--- src/rtl/led_pkg.sv ---
// rtl/led_pkg.sv - Shared mode, width and per-channel state types for led_pattern_ctrl
package led_pkg;

    typedef enum logic [1:0] {
        MODE_OFF     = 2'd0,
        MODE_ON      = 2'd1,
        MODE_BLINK   = 2'd2,
        MODE_ONESHOT = 2'd3
    } led_mode_e;

    localparam int DUTY_W = 8;
    // Widest half-period counter a channel can hold; PER_W must not exceed it.
    localparam int CNT_W  = 16;

    typedef struct packed {
        led_mode_e         mode;
        logic [CNT_W-1:0]  cnt;
        logic              phase;
        logic [DUTY_W-1:0] duty;
    } ch_state_t;

    function automatic logic eff_phase(input led_mode_e mode, input logic phase);
        logic ph;
        case (mode)
            MODE_OFF: ph = 1'b0;
            MODE_ON:  ph = 1'b1;
            default:  ph = phase;
        endcase
        return ph;
    endfunction

endpackage

--- src/rtl/led_tick_gen.sv ---
// rtl/led_tick_gen.sv - Prescaler producing a one-clk tick every CLK_F/TICK_HZ cycles
module led_tick_gen #(
    parameter int CLK_F   = 25000000,
    parameter int TICK_HZ = 1000
) (
    input  logic clk,
    input  logic rst_n,
    output logic tick
);

    localparam int TICK_DIV = CLK_F / TICK_HZ;
    localparam int CW       = ($clog2(TICK_DIV) < 1) ? 1 : $clog2(TICK_DIV);
    localparam logic [CW-1:0] LAST = CW'(TICK_DIV - 1);

    if (TICK_DIV < 2) begin : g_div_chk
        $error("led_tick_gen: CLK_F/TICK_HZ must be at least 2");
    end

    logic [CW-1:0] cnt;

    always_ff @(posedge clk or negedge rst_n) begin
        if (!rst_n) begin
            cnt <= '0;
        end else if (cnt == LAST) begin
            cnt <= '0;
        end else begin
            cnt <= cnt + CW'(1);
        end
    end

    assign tick = (cnt == LAST);

endmodule

--- src/rtl/led_pattern_ctrl.sv ---
// rtl/led_pattern_ctrl.sv - Multi-channel LED pattern controller; LED_PWM_EN adds per-channel PWM dimming
module led_pattern_ctrl #(
    parameter int  CLK_F   = 25000000,
    parameter int  TICK_HZ = 1000,
    parameter int  N_CH    = 4,
    parameter int  PER_W   = 10,
    localparam int CH_W    = (N_CH > 1) ? $clog2(N_CH) : 1
) (
    input  logic             clk,
    input  logic             rst_n,
    input  logic             cfg_valid,
    output logic             cfg_ready,
    input  logic [CH_W-1:0]  cfg_ch,
    input  logic [1:0]       cfg_mode,
    input  logic [PER_W-1:0] cfg_half,
    input  logic [7:0]       cfg_duty,
    output logic [N_CH-1:0]  led,
    output logic             tick
);

    import led_pkg::*;

    if (N_CH < 1 || N_CH > 16) begin : g_nch_chk
        $error("led_pattern_ctrl: N_CH must be 1..16");
    end
    if (PER_W < 1 || PER_W > CNT_W) begin : g_perw_chk
        $error("led_pattern_ctrl: PER_W out of range");
    end

    led_tick_gen #(
        .CLK_F   (CLK_F),
        .TICK_HZ (TICK_HZ)
    ) u_tick (
        .clk   (clk),
        .rst_n (rst_n),
        .tick  (tick)
    );

    logic              pending;
    logic              accept;
    logic              commit;
    logic [CH_W-1:0]   sh_ch;
    led_mode_e         sh_mode;
    logic [PER_W-1:0]  sh_half;
    logic [PER_W-1:0]  sh_half_eff;
    logic [DUTY_W-1:0] commit_duty;
    logic [N_CH-1:0]   led_d;

    assign cfg_ready = ~pending;
    assign accept    = cfg_valid & ~pending;
    // Writes land only on tick edges so every channel keeps a common time base.
    assign commit    = pending & tick;

    always_ff @(posedge clk or negedge rst_n) begin
        if (!rst_n) begin
            pending <= 1'b0;
            sh_ch   <= '0;
            sh_mode <= MODE_OFF;
            sh_half <= '0;
        end else if (accept) begin
            pending <= 1'b1;
            sh_ch   <= cfg_ch;
            sh_mode <= led_mode_e'(cfg_mode);
            sh_half <= cfg_half;
        end else if (commit) begin
            pending <= 1'b0;
        end
    end

    assign sh_half_eff = (sh_half == '0) ? PER_W'(1) : sh_half;

`ifdef LED_PWM_EN
    logic [DUTY_W-1:0] sh_duty;
    logic [DUTY_W-1:0] pwm_q;

    always_ff @(posedge clk or negedge rst_n) begin
        if (!rst_n) begin
            sh_duty <= '0;
            pwm_q   <= '0;
        end else begin
            pwm_q <= pwm_q + DUTY_W'(1);
            if (accept) begin
                sh_duty <= cfg_duty;
            end
        end
    end

    assign commit_duty = sh_duty;
`else
    logic unused_cfg_duty;
    assign unused_cfg_duty = ^cfg_duty;
    assign commit_duty     = '0;
`endif

    for (genvar i = 0; i < N_CH; i++) begin : g_ch
        ch_state_t        st_q;
        ch_state_t        st_d;
        logic [PER_W-1:0] half_q;
        logic [PER_W-1:0] half_d;
        logic             at_end;

        assign at_end = (st_q.cnt == (CNT_W'(half_q) - CNT_W'(1)));

        always_comb begin
            st_d   = st_q;
            half_d = half_q;
            // A target index beyond N_CH matches no channel, so the write is dropped.
            if (commit && (sh_ch == CH_W'(i))) begin
                st_d.mode  = sh_mode;
                st_d.cnt   = '0;
                st_d.phase = (sh_mode == MODE_BLINK) || (sh_mode == MODE_ONESHOT);
                st_d.duty  = commit_duty;
                half_d     = sh_half_eff;
            end else if (tick) begin
                case (st_q.mode)
                    MODE_BLINK: begin
                        if (at_end) begin
                            st_d.cnt   = '0;
                            st_d.phase = ~st_q.phase;
                        end else begin
                            st_d.cnt = st_q.cnt + CNT_W'(1);
                        end
                    end
                    MODE_ONESHOT: begin
                        if (at_end) begin
                            st_d.mode  = MODE_OFF;
                            st_d.phase = 1'b0;
                        end else begin
                            st_d.cnt = st_q.cnt + CNT_W'(1);
                        end
                    end
                    default: ;
                endcase
            end
        end

        always_ff @(posedge clk or negedge rst_n) begin
            if (!rst_n) begin
                st_q   <= '0;
                half_q <= '0;
            end else begin
                st_q   <= st_d;
                half_q <= half_d;
            end
        end

`ifdef LED_PWM_EN
        assign led_d[i] = eff_phase(st_d.mode, st_d.phase) & (pwm_q < st_d.duty);
`else
        logic unused_duty;
        assign unused_duty = ^st_q.duty;
        assign led_d[i]    = eff_phase(st_d.mode, st_d.phase);
`endif
    end

    always_ff @(posedge clk or negedge rst_n) begin
        if (!rst_n) begin
            led <= '0;
        end else begin
            led <= led_d;
        end
    end

endmodule

--- config.mk ---
export PLATFORM = sky130hd
export DESIGN_NAME = led_pattern_ctrl
export DESIGN_NICKNAME = d
export VERILOG_FILES = /design/src/rtl/led_pkg.sv /design/src/rtl/led_tick_gen.sv /design/src/rtl/led_pattern_ctrl.sv
export SDC_FILE = /design/constraint.sdc
export NUM_CORES = 1
export LEC_CHECK = 0
export BUFFER_PORTS_ARGS = -buffer_cell sky130_fd_sc_hd__buf_2
export CORE_UTILIZATION = 45
export CTS_CLUSTER_SIZE = 25
export DETAILED_ROUTE_END_ITERATION = 10
export GPL_TIMING_DRIVEN = 0
export PLACE_DENSITY = 0.6
export SYNTH_ARGS = -nofsm -noshare
export SYNTH_HDL_FRONTEND = slang
export SYNTH_SLANG_ARGS = --single-unit
--- constraint.sdc ---
create_clock -name clk -period 4.5 [get_ports clk]
set_clock_uncertainty 0.05 [all_clocks]
set_input_delay 0.9 -clock clk [delete_from_list [all_inputs] [get_ports clk]]
set_output_delay 0.9 -clock clk [all_outputs]
set_load 0.05 [all_outputs]
==> results of run 1 <==
Yosys cell counts, types with 6 or more instances:
master     instances  share of area
o21ai_0           43          0.024
xnor2_1           35          0.034
or4_1             11         0.0091
a31oi_1            7         0.0048
clkbuf_1          35          0.015
and2_1            10         0.0069
or3_1             39          0.027
o31ai_1           12         0.0099
or2_2             11         0.0076
and3_1            12         0.0083
a211oi_1           9         0.0075
ha_1              13          0.018
nand3_1           42          0.023
nor3_1            27          0.015
inv_1             29          0.012
dfrtp_1          150           0.41
nor2b_1           11         0.0076
nand4_1           21          0.015
a21oi_1           35          0.019
mux2i_1            6         0.0066
a2bb2oi_1          9         0.0087
mux2_2            27          0.034
nand2b_1          11         0.0076
xor2_1            22          0.021
nor4_1            17          0.012
o211ai_1          25          0.021
nor2_1            55          0.023
a21o_1             9         0.0075
nand2_1          187          0.077
state kept, by name (all words and copies together) (netlist names):
signal,flops
sh_mode,2
u_tick.cnt,15
sh_ch,2
sh_half,10
pending,1
g_ch.half_q,40
led,4
g_ch.st_q,76
placed cells by master, fill, tap and decap left out, types with 11 or more instances in the layout:
master | Yosys | routed
a21oi_1 | 35 | 35
and3_1 | 12 | 12
buf_2 | 5 | 26
clkbuf_1 | 35 | 34
clkbuf_16 | 0 | 17
dfrtp_1 | 150 | 150
ha_1 | 13 | 13
inv_1 | 29 | 29
mux2_2 | 27 | 27
nand2_1 | 187 | 187
nand2b_1 | 11 | 11
nand3_1 | 42 | 42
nand4_1 | 21 | 21
nor2_1 | 55 | 55
nor2b_1 | 11 | 11
nor3_1 | 27 | 27
nor4_1 | 17 | 17
o211ai_1 | 25 | 25
o21ai_0 | 43 | 43
o31ai_1 | 12 | 12
or2_2 | 11 | 11
or3_1 | 39 | 39
or4_1 | 11 | 11
xnor2_1 | 35 | 35
xor2_1 | 22 | 22
area by class of cell:
class,count,area [um2]
fillers,1863,9480
repair buffers,23,144
inverters,29,109
plain buffers,42,181
diodes,1,2.50
clock inverters,8,100
well taps,265,332
multi-input cells,803,5010
clock buffers,22,474
flip-flops and latches,150,3750
stage by stage:
step           cell area (um2)   util  power (mW)  hold slack [ns]  worst slack, ns
2_1_floorplan             9060      -        1.43            0.402            0.990
5_1_grt                  10100  0.516        2.99            0.459            0.237
4_1_cts                  10100  0.516        2.93            0.442           0.0559
3_5_place_dp              9540  0.487        1.51            0.433            0.206
3_3_place_gp              9500  0.485        1.50            0.425            0.118
6_report                 10100  0.516        2.89            0.419            0.387
per-layer routing:
metal,vias to the layer above,GRT usage,part of all wire
li1,3815,-,-
met1,3755,0.326,0.49
met2,131,0.355,0.45
met3,21,0.0500,0.042
met4,2,0.0594,0.0095
met5,-,0,0.00036
power breakdown:
part	total, mW	leakage [nW]	internal (mW)	switching (mW)
clock	1.41	0.282	0.853	0.561
sequential	1.40	2.05	1.37	0.0366
combinational	0.0771	1.87	0.0244	0.0527
total	2.89	4.20	2.24	0.650
worst max-delay path: stages (launching register included):
cell and delay, ns:
dfrtp_1 0.44, or4bb_1 0.57, nor4_4 0.55, clkbuf_2 0.36
clkbuf_2 0.46, buf_2 0.35
logic make-up after synthesis:
| kind of cell | after synthesis | share of synthesized area |
|---|---|---|
| xor+xnor | 57 | 0.0551 |
| flops | 150 | 0.414 |
| buf+inv | 72 | 0.0322 |
| simple gates | 489 | 0.275 |
| mux | 33 | 0.0402 |
| compound gates | 211 | 0.165 |
| fa+ha+maj | 13 | 0.0180 |
worst min-delay path by stage:
stage	startpoint	to	cells past startpoint
detailed placement	u_tick.cnt[4]$_DFF_PN0_	u_tick.cnt[4]$_DFF_PN0_	1
finish	rst_n	g_ch[2].st_q[15]$_DFFE_PN0P_	1
global placement	u_tick.cnt[4]$_DFF_PN0_	u_tick.cnt[4]$_DFF_PN0_	1
global route	rst_n	g_ch[2].st_q[15]$_DFFE_PN0P_	1
floorplan	u_tick.cnt[4]$_DFF_PN0_	u_tick.cnt[4]$_DFF_PN0_	1
CTS	rst_n	g_ch[2].st_q[15]$_DFFE_PN0P_	1
repair_timing:
| item | 4_1_cts | 5_1_grt |
|---|---|---|
| gates resized for setup | 2 | 0 |
| setup endpoints to repair | 1 | 1 |
| buffers inserted | 0 | 0 |
==> qor.yml, run 1 <==
worstHoldPathType: "in -> async"
r2r_slack_ns: 0.77
drt_pre_antenna_iters: 6
async_reset_ff_frac: 1.00
grt_pass1_wl_mm: 37.2
hold_buffers: 0
dp_cells: 1313
drive_gt1_frac: 0.104
worstSetupStartpointType: "flip-flop"
fin_cells: 1343
vias_per_cell: 5.75
cts.sinks: 150
ys_ff_latch: 150
finalHoldViolCount: 0
grt_max_degree: 84
die_area_mm2: 0.0207
rsz0062_at_grt: "no"
antenna_found_initial: 3
synth_cell_types: 74
timing_max_transition_violations_final: 0
drc: 0
coreArea_mm2: 0.0196
tightestPinTransition_ns: 1.02
row_count: 51
finalCriticalPeriod_ns: 4.11
grt_overflow: 0
max_freq_ghz: 0.243
cts_max_level: 4
synth_enable_flop_cells: 0
detail-route-antenna-nets: 0
io_buffers: 22
synth-seq-area-share: 0.414
yosys_warnings: 0
cts_tree: "done"
routed_wl_mm: 22.5
die_w_um: 144
syn_to_final_growth_pct: 11.6
worstSetupEndpoint: "tick"
gr-usage-all-layers: 0.231
leakage_nw: 4.20
reg2reg_to: "led[2]$_DFF_PN0_"
worst_ep_required_time_ns: 3.55
nNetsFinal: 1104
syn_nets: 1063
ir_worst_vdd_mv: 0.259
r2r_cells: 13
syn-cell-area_mm2: 0.00906
critPathMaxFanout: 19
syn-instance-count: 1025
syn_avg_cell_area_um2: 8.84
synth-main-ff-cell: "dfrtp_1"
drt_iter0_drc: 414
status: "finished, final reports clean"
drv_cap: 0
p_per_area_mw_per_mm2: 286
dp_hpwl_mm: 15.9
setup_viol_count_final: 0
first_global_vias: 7366
worstSetupEndpointType: "primary output"
r2r_start: "g_ch[2].half_q[0]$_DFFE_PN0P_"
worstPathArrival_ns: 3.16
gp_congestion: 0.877
wire_per_inst_um: 16.8
clockBufferDepth: 2
cts_inserted_buffers: 17
slew_headroom: 0.314
setup_tns_ns: 0
dieHeight_um: 144
start_util: 0.462
num_vias: 7724
root_buffer: "clkbuf_16"
path_clk_slew_ns: 0.06
crit_type: "reg -> out"
crit_start: "u_tick.cnt[10]$_DFF_PN0_"
fin_crit_sh: 0.914
clkLatencyLatePin_ns: 0.43
io_pins: 31
Note: power is estimated with default switching activity, not from simulation.
==> inputs of run 2 (changes only) <==
CTS_BUF_LIST = sky130_fd_sc_hd__clkbuf_2 sky130_fd_sc_hd__clkbuf_4 sky130_fd_sc_hd__clkbuf_8   (was not set)
==> run 2 against run 1 <==
  * Die area is the same
  * Count of clock-buffer cells in the layout stayed put
  * Flip-flop and latch count stayed put
  * Sequential power barely moved
  * Utilization is 0.94 points lower
  * Clock power fell by 26%
  * Routed wire length decreased by 1.2%
  * Cell count unchanged
  * Cell area fell by 1.8%
  * Maximum frequency down 0.44%
  * Critical endpoint unchanged
==> qor.yml, run 2 (same netlist as run 1, synthesis figures left out) <==
hold_buffers: 0
coreArea_mm2: 0.0196
dp_cells: 1313
leakage_nw: 4.12
drc: 0
dieHeight_um: 144
max_freq_ghz: 0.242
crit_path_top_delay_cell: "or4bb_1"
worst_ep_required_time_ns: 3.55
path_depth: 5
p_per_area_mw_per_mm2: 255
grt_pass1_wl_mm: 37.0
detail-route-antenna-nets: 0
antenna_found_initial: 3
grt_overflow: 0
r2r_slack_ns: 0.76
crit_path_max_incr_delay_ns: 0.57
row_count: 51
cts.sinks: 150
drive_gt1_frac: 0.106
ir_worst_vdd_mv: 0.181
crit_type: "reg -> out"
power_mw: 2.53
tightestPinTransition_ns: 1.02
worstSetupEndpointType: "primary output"
cpMostUsedCell: "clkbuf_2"
crit_buf_inv: 3
start_util: 0.462
drt_iter0_drc: 426
gp_congestion: 0.877
finalCriticalPeriod_ns: 4.13
r2r_start: "g_ch[2].half_q[0]$_DFFE_PN0P_"
cts_inserted_buffers: 17
final_util: 0.507
timing_max_transition_violations_final: 0
fin_crit_sh: 0.918
routed_wl_mm: 22.2
clockBufferDepth: 2
critPathMaxFanout: 19
r2r_cells: 13
vias_per_cell: 5.74
drv_cap: 0
slew_headroom: 0.316
worstHoldPathType: "in -> async"
dp_hpwl_mm: 15.9
worstSetupStartpointType: "flip-flop"
gr-usage-all-layers: 0.229
largest-register: "g_ch.st_q"
rsz0062_at_grt: "no"
drt_pre_antenna_iters: 5
layout_commonest_cell: "nand2_1"
syn_to_final_growth_pct: 9.57
wire_per_inst_um: 16.6
final_cell_mix: "nand2_1 (187), dfrtp_1 (150), nor2_1 (55), o21ai_0 (43), nand3_1 (42)"
status: "finished, final reports clean"
clkLatencyLatePin_ns: 0.46
path_delay_family: "buffers and inverters"
dpl_cell_area_mm2: 0.00954
io_pins: 31
die_w_um: 144
finalHoldViolCount: 0
die_area_mm2: 0.0207
first_global_vias: 7288
largest_reg_flops: 76
setup_viol_count_final: 0
reg2reg_to: "led[2]$_DFF_PN0_"
path_cells: "or4bb_1 -> nor4_4 -> clkbuf_2 -> clkbuf_2 -> buf_2"
path_clk_slew_ns: 0.08
fin_cells: 1343
num_vias: 7712
root_buffer: "clkbuf_8"
nNetsFinal: 1104
io_buffers: 22
grt_max_degree: 84
cts_max_level: 4
cts_tree: "done"
fin_area_mm2: 0.00993
setup_tns_ns: 0
reg.largest.list: "g_ch.st_q (76), g_ch.half_q (40), u_tick.cnt (15)"
worstPathArrival_ns: 3.18
postCtsSetupBuffers: 0
run 2: cell counts in the layout (fill, tap and decap cells not counted):
No cell type changed its count.
run 2: worst max path at each step:
stage,to,slack (ns),start
after floorplan,tick,0.99,u_tick.cnt[10]$_DFF_PN0_
after global placement,g_ch[3].st_q[23]$_DFFE_PN0P_,0.12,rst_n
after detailed placement,tick,0.21,u_tick.cnt[10]$_DFF_PN0_
after CTS,tick,0.02,u_tick.cnt[10]$_DFF_PN0_
after global routing,tick,0.19,u_tick.cnt[10]$_DFF_PN0_
final,tick,0.37,u_tick.cnt[10]$_DFF_PN0_
run 2: routing by layer:
layer	GRT usage	wire length (um)
met3	0.0530	1070
met1	0.326	10900
met4	0.0538	213
met5	0	8
met2	0.351	9990
run 2: final cells by class:
| class | count | area (um2) |
|---|---|---|
| Sequential cell | 150 | 3750 |
| Multi-Input combinational cell | 803 | 5010 |
| Inverter | 29 | 109 |
| Clock buffer | 22 | 290 |
| Buffer | 42 | 181 |
| Antenna cell | 1 | 2.50 |
| Clock inverter | 8 | 100 |
| Timing Repair Buffer | 23 | 144 |
| Tap cell | 265 | 332 |
| Fill cell | 1899 | 9660 |
run 2: repair_timing:
action	in CTS	in global routing
gates cloned	0	0
endpoints found under the setup margin	1	1
hold endpoints to repair	0	0
resized for setup	2	0
run 2: metrics by stage:
step | hold WS, ns | worst slack, ns
6_report | 0.378 | 0.368
4_1_cts | 0.400 | 0.0161
3_5_place_dp | 0.433 | 0.206
5_1_grt | 0.405 | 0.193
2_1_floorplan | 0.402 | 0.990
3_3_place_gp | 0.425 | 0.118
run 2: where the power goes:
| part | internal (mW) | switching [mW] |
|---|---|---|
| Combinational | 0.0244 | 0.0529 |
| Sequential | 1.36 | 0.0364 |
| Clock | 0.542 | 0.511 |
| Total | 1.93 | 0.600 |
==> inputs of run 3 (changes only) <==
PLACE_DENSITY = 0.65   (was 0.6)
==> run 3 against run 2 <==
  * First-iteration DRC count decreased by 4.5%
  * Sequential power about the same
  * Power increased by 2.8%
  * Routed wire length decreased by 1.8%
  * Maximum frequency increased by 0.37%
  * Utilization increased by 0.15 points
  * Via count about the same
  * Critical path depth unchanged
  * Die area unchanged
  * Critical path type unchanged
==> qor.yml, run 3 (same netlist as run 1, synthesis figures left out) <==
status: "finished, final reports clean"
start_util: 0.462
cts_tree: "done"
p_per_area_mw_per_mm2: 261
cts_max_level: 4
path_clk_slew_ns: 0.09
cpMostUsedCell: "clkbuf_2"
clockBufferDepth: 2
nNetsFinal: 1104
die_w_um: 144
path_cells: "or4bb_1 -> nor4_4 -> clkbuf_2 -> clkbuf_2 -> buf_2"
final_cell_mix: "nand2_1 (187), dfrtp_1 (150), nor2_1 (55), o21ai_0 (43), nand3_1 (42)"
dp_hpwl_mm: 15.7
dieHeight_um: 144
crit_type: "reg -> out"
drc: 0
detail-route-antenna-nets: 0
finalCriticalPeriod_ns: 4.12
crit_path_max_incr_delay_ns: 0.56
first_global_vias: 7345
coreArea_mm2: 0.0196
fin_crit_sh: 0.915
cts.sinks: 150
timing_max_transition_violations_final: 0
gr-usage-all-layers: 0.225
clkLatencyLatePin_ns: 0.46
cts_inserted_buffers: 17
worstSetupStartpointType: "flip-flop"
root_buffer: "clkbuf_8"
preCtsSetupSlack_ns: 0.213
critPathMaxFanout: 19
p_switching_uw: 616
final_util: 0.508
netSwitchingFraction: 0.237
reg.largest.list: "g_ch.st_q (76), g_ch.half_q (40), u_tick.cnt (15)"
hold_buffers: 0
io_buffers: 22
die_area_mm2: 0.0207
row_count: 51
gp_congestion: 0.873
p_int_mw: 1.98
largest-register: "g_ch.st_q"
fill_cells: 1871
antenna_found_initial: 1
io_pins: 31
crit_path_top_delay_cell: "or4bb_1"
grt_pass1_wl_mm: 36.5
power_frac_comb: 0.030
leakage_nw: 4.13
drt_iter0_drc: 407
slew_headroom: 0.272
finalHoldViolCount: 0
pwr-share-seq: 0.538
fin_ws_ns: 0.384
wire_per_inst_um: 16.2
worstPathArrival_ns: 3.17
vias_per_cell: 5.73
worstHoldPathType: "in -> async"
drt_pre_antenna_iters: 4
setup_tns_ns: 0
drive_gt1_frac: 0.108
tightestPinTransition_ns: 1.08
rsz0062_at_grt: "no"
worstSetupEndpointType: "primary output"
grt_max_degree: 83
layout_commonest_cell: "nand2_1"
worst_ep_required_time_ns: 3.55
largest_reg_flops: 76
routed_wl_mm: 21.8
ir_worst_vdd_mv: 0.191
num_vias: 7705
setup_viol_count_final: 0
grt_overflow: 0
syn_to_final_growth_pct: 9.90
clkPwrFrac: 0.432
max_freq_ghz: 0.243
drv_cap: 0
==> run 3: layout make-up <==
| cell class | count | area, um2 | share of cell area |
|---|---|---|---|
| buffer | 42 | 181 | 0.0182 |
| sequential | 150 | 3750 | 0.377 |
| antenna | 1 | 2.50 | 0.000251 |
| tap | 265 | 332 | 0.0333 |
| multi-input combinational | 803 | 5010 | 0.504 |
| clock buffer | 17 | 234 | 0.0235 |
| clock inverter | 15 | 186 | 0.0187 |
| timing repair buffer | 23 | 144 | 0.0145 |
| inverter | 29 | 109 | 0.0109 |
==> run 3: per-stage QoR <==
stage	std cells	power, mW	hold slack [ns]	instance area, um2
2_1_floorplan	1025	1.43	0.402	9060
3_3_place_gp	1312	1.50	0.426	9500
3_5_place_dp	1313	1.50	0.434	9540
4_1_cts	1345	2.63	0.398	9960
5_1_grt	1344	2.70	0.426	9950
6_report	1345	2.60	0.383	9960
==> run 3: path summary, 6_finish.rpt <==
kind,startpoint,to,slack (ns),depth (start not counted)
min in group clk,u_tick.cnt[4]$_DFF_PN0_,u_tick.cnt[4]$_DFF_PN0_,0.45,1
max reg2reg,g_ch[1].half_q[0]$_DFFE_PN0P_,led[1]$_DFF_PN0_,0.70,13
min,rst_n,g_ch[2].st_q[15]$_DFFE_PN0P_,0.38,1
max in group asynchronous,rst_n,u_tick.cnt[9]$_DFF_PN0_,3.17,2
min reg2reg,u_tick.cnt[4]$_DFF_PN0_,u_tick.cnt[4]$_DFF_PN0_,0.45,1
max,u_tick.cnt[10]$_DFF_PN0_,tick,0.38,5
==> run 3: power by group through the flow <==
stage | Combinational [mW] | Clock (mW) | Sequential, mW
2_1_floorplan | 0.0282 | 0 | 1.41
3_3_place_gp | 0.0744 | 0 | 1.42
3_5_place_dp | 0.0789 | 0 | 1.42
4_1_cts | 0.0790 | 1.15 | 1.40
5_1_grt | 0.0869 | 1.21 | 1.40
6_report | 0.0774 | 1.12 | 1.40
==> run 3: routing by layer <==
layer	vias to the layer above	track usage	routed length, um
met4	0	0.0594	223
met1	3731	0.319	10700
li1	3813	-	-
met2	140	0.350	9930
met3	21	0.0433	1030
met5	-	0	0
==> run 3: what timing repair did <==
item	CTS	global route
pin swaps	0	0
resized for setup	2	0
setup buffers	0	0
setup endpoints to repair	1	1
==> run 3: worst max-delay path, delay by kind of cell (launching register included) <==
family	cells	cell delay, ns
DFF	1	0.45
buffers and inverters	3	1.14
and+or+nand+nor	2	1.11
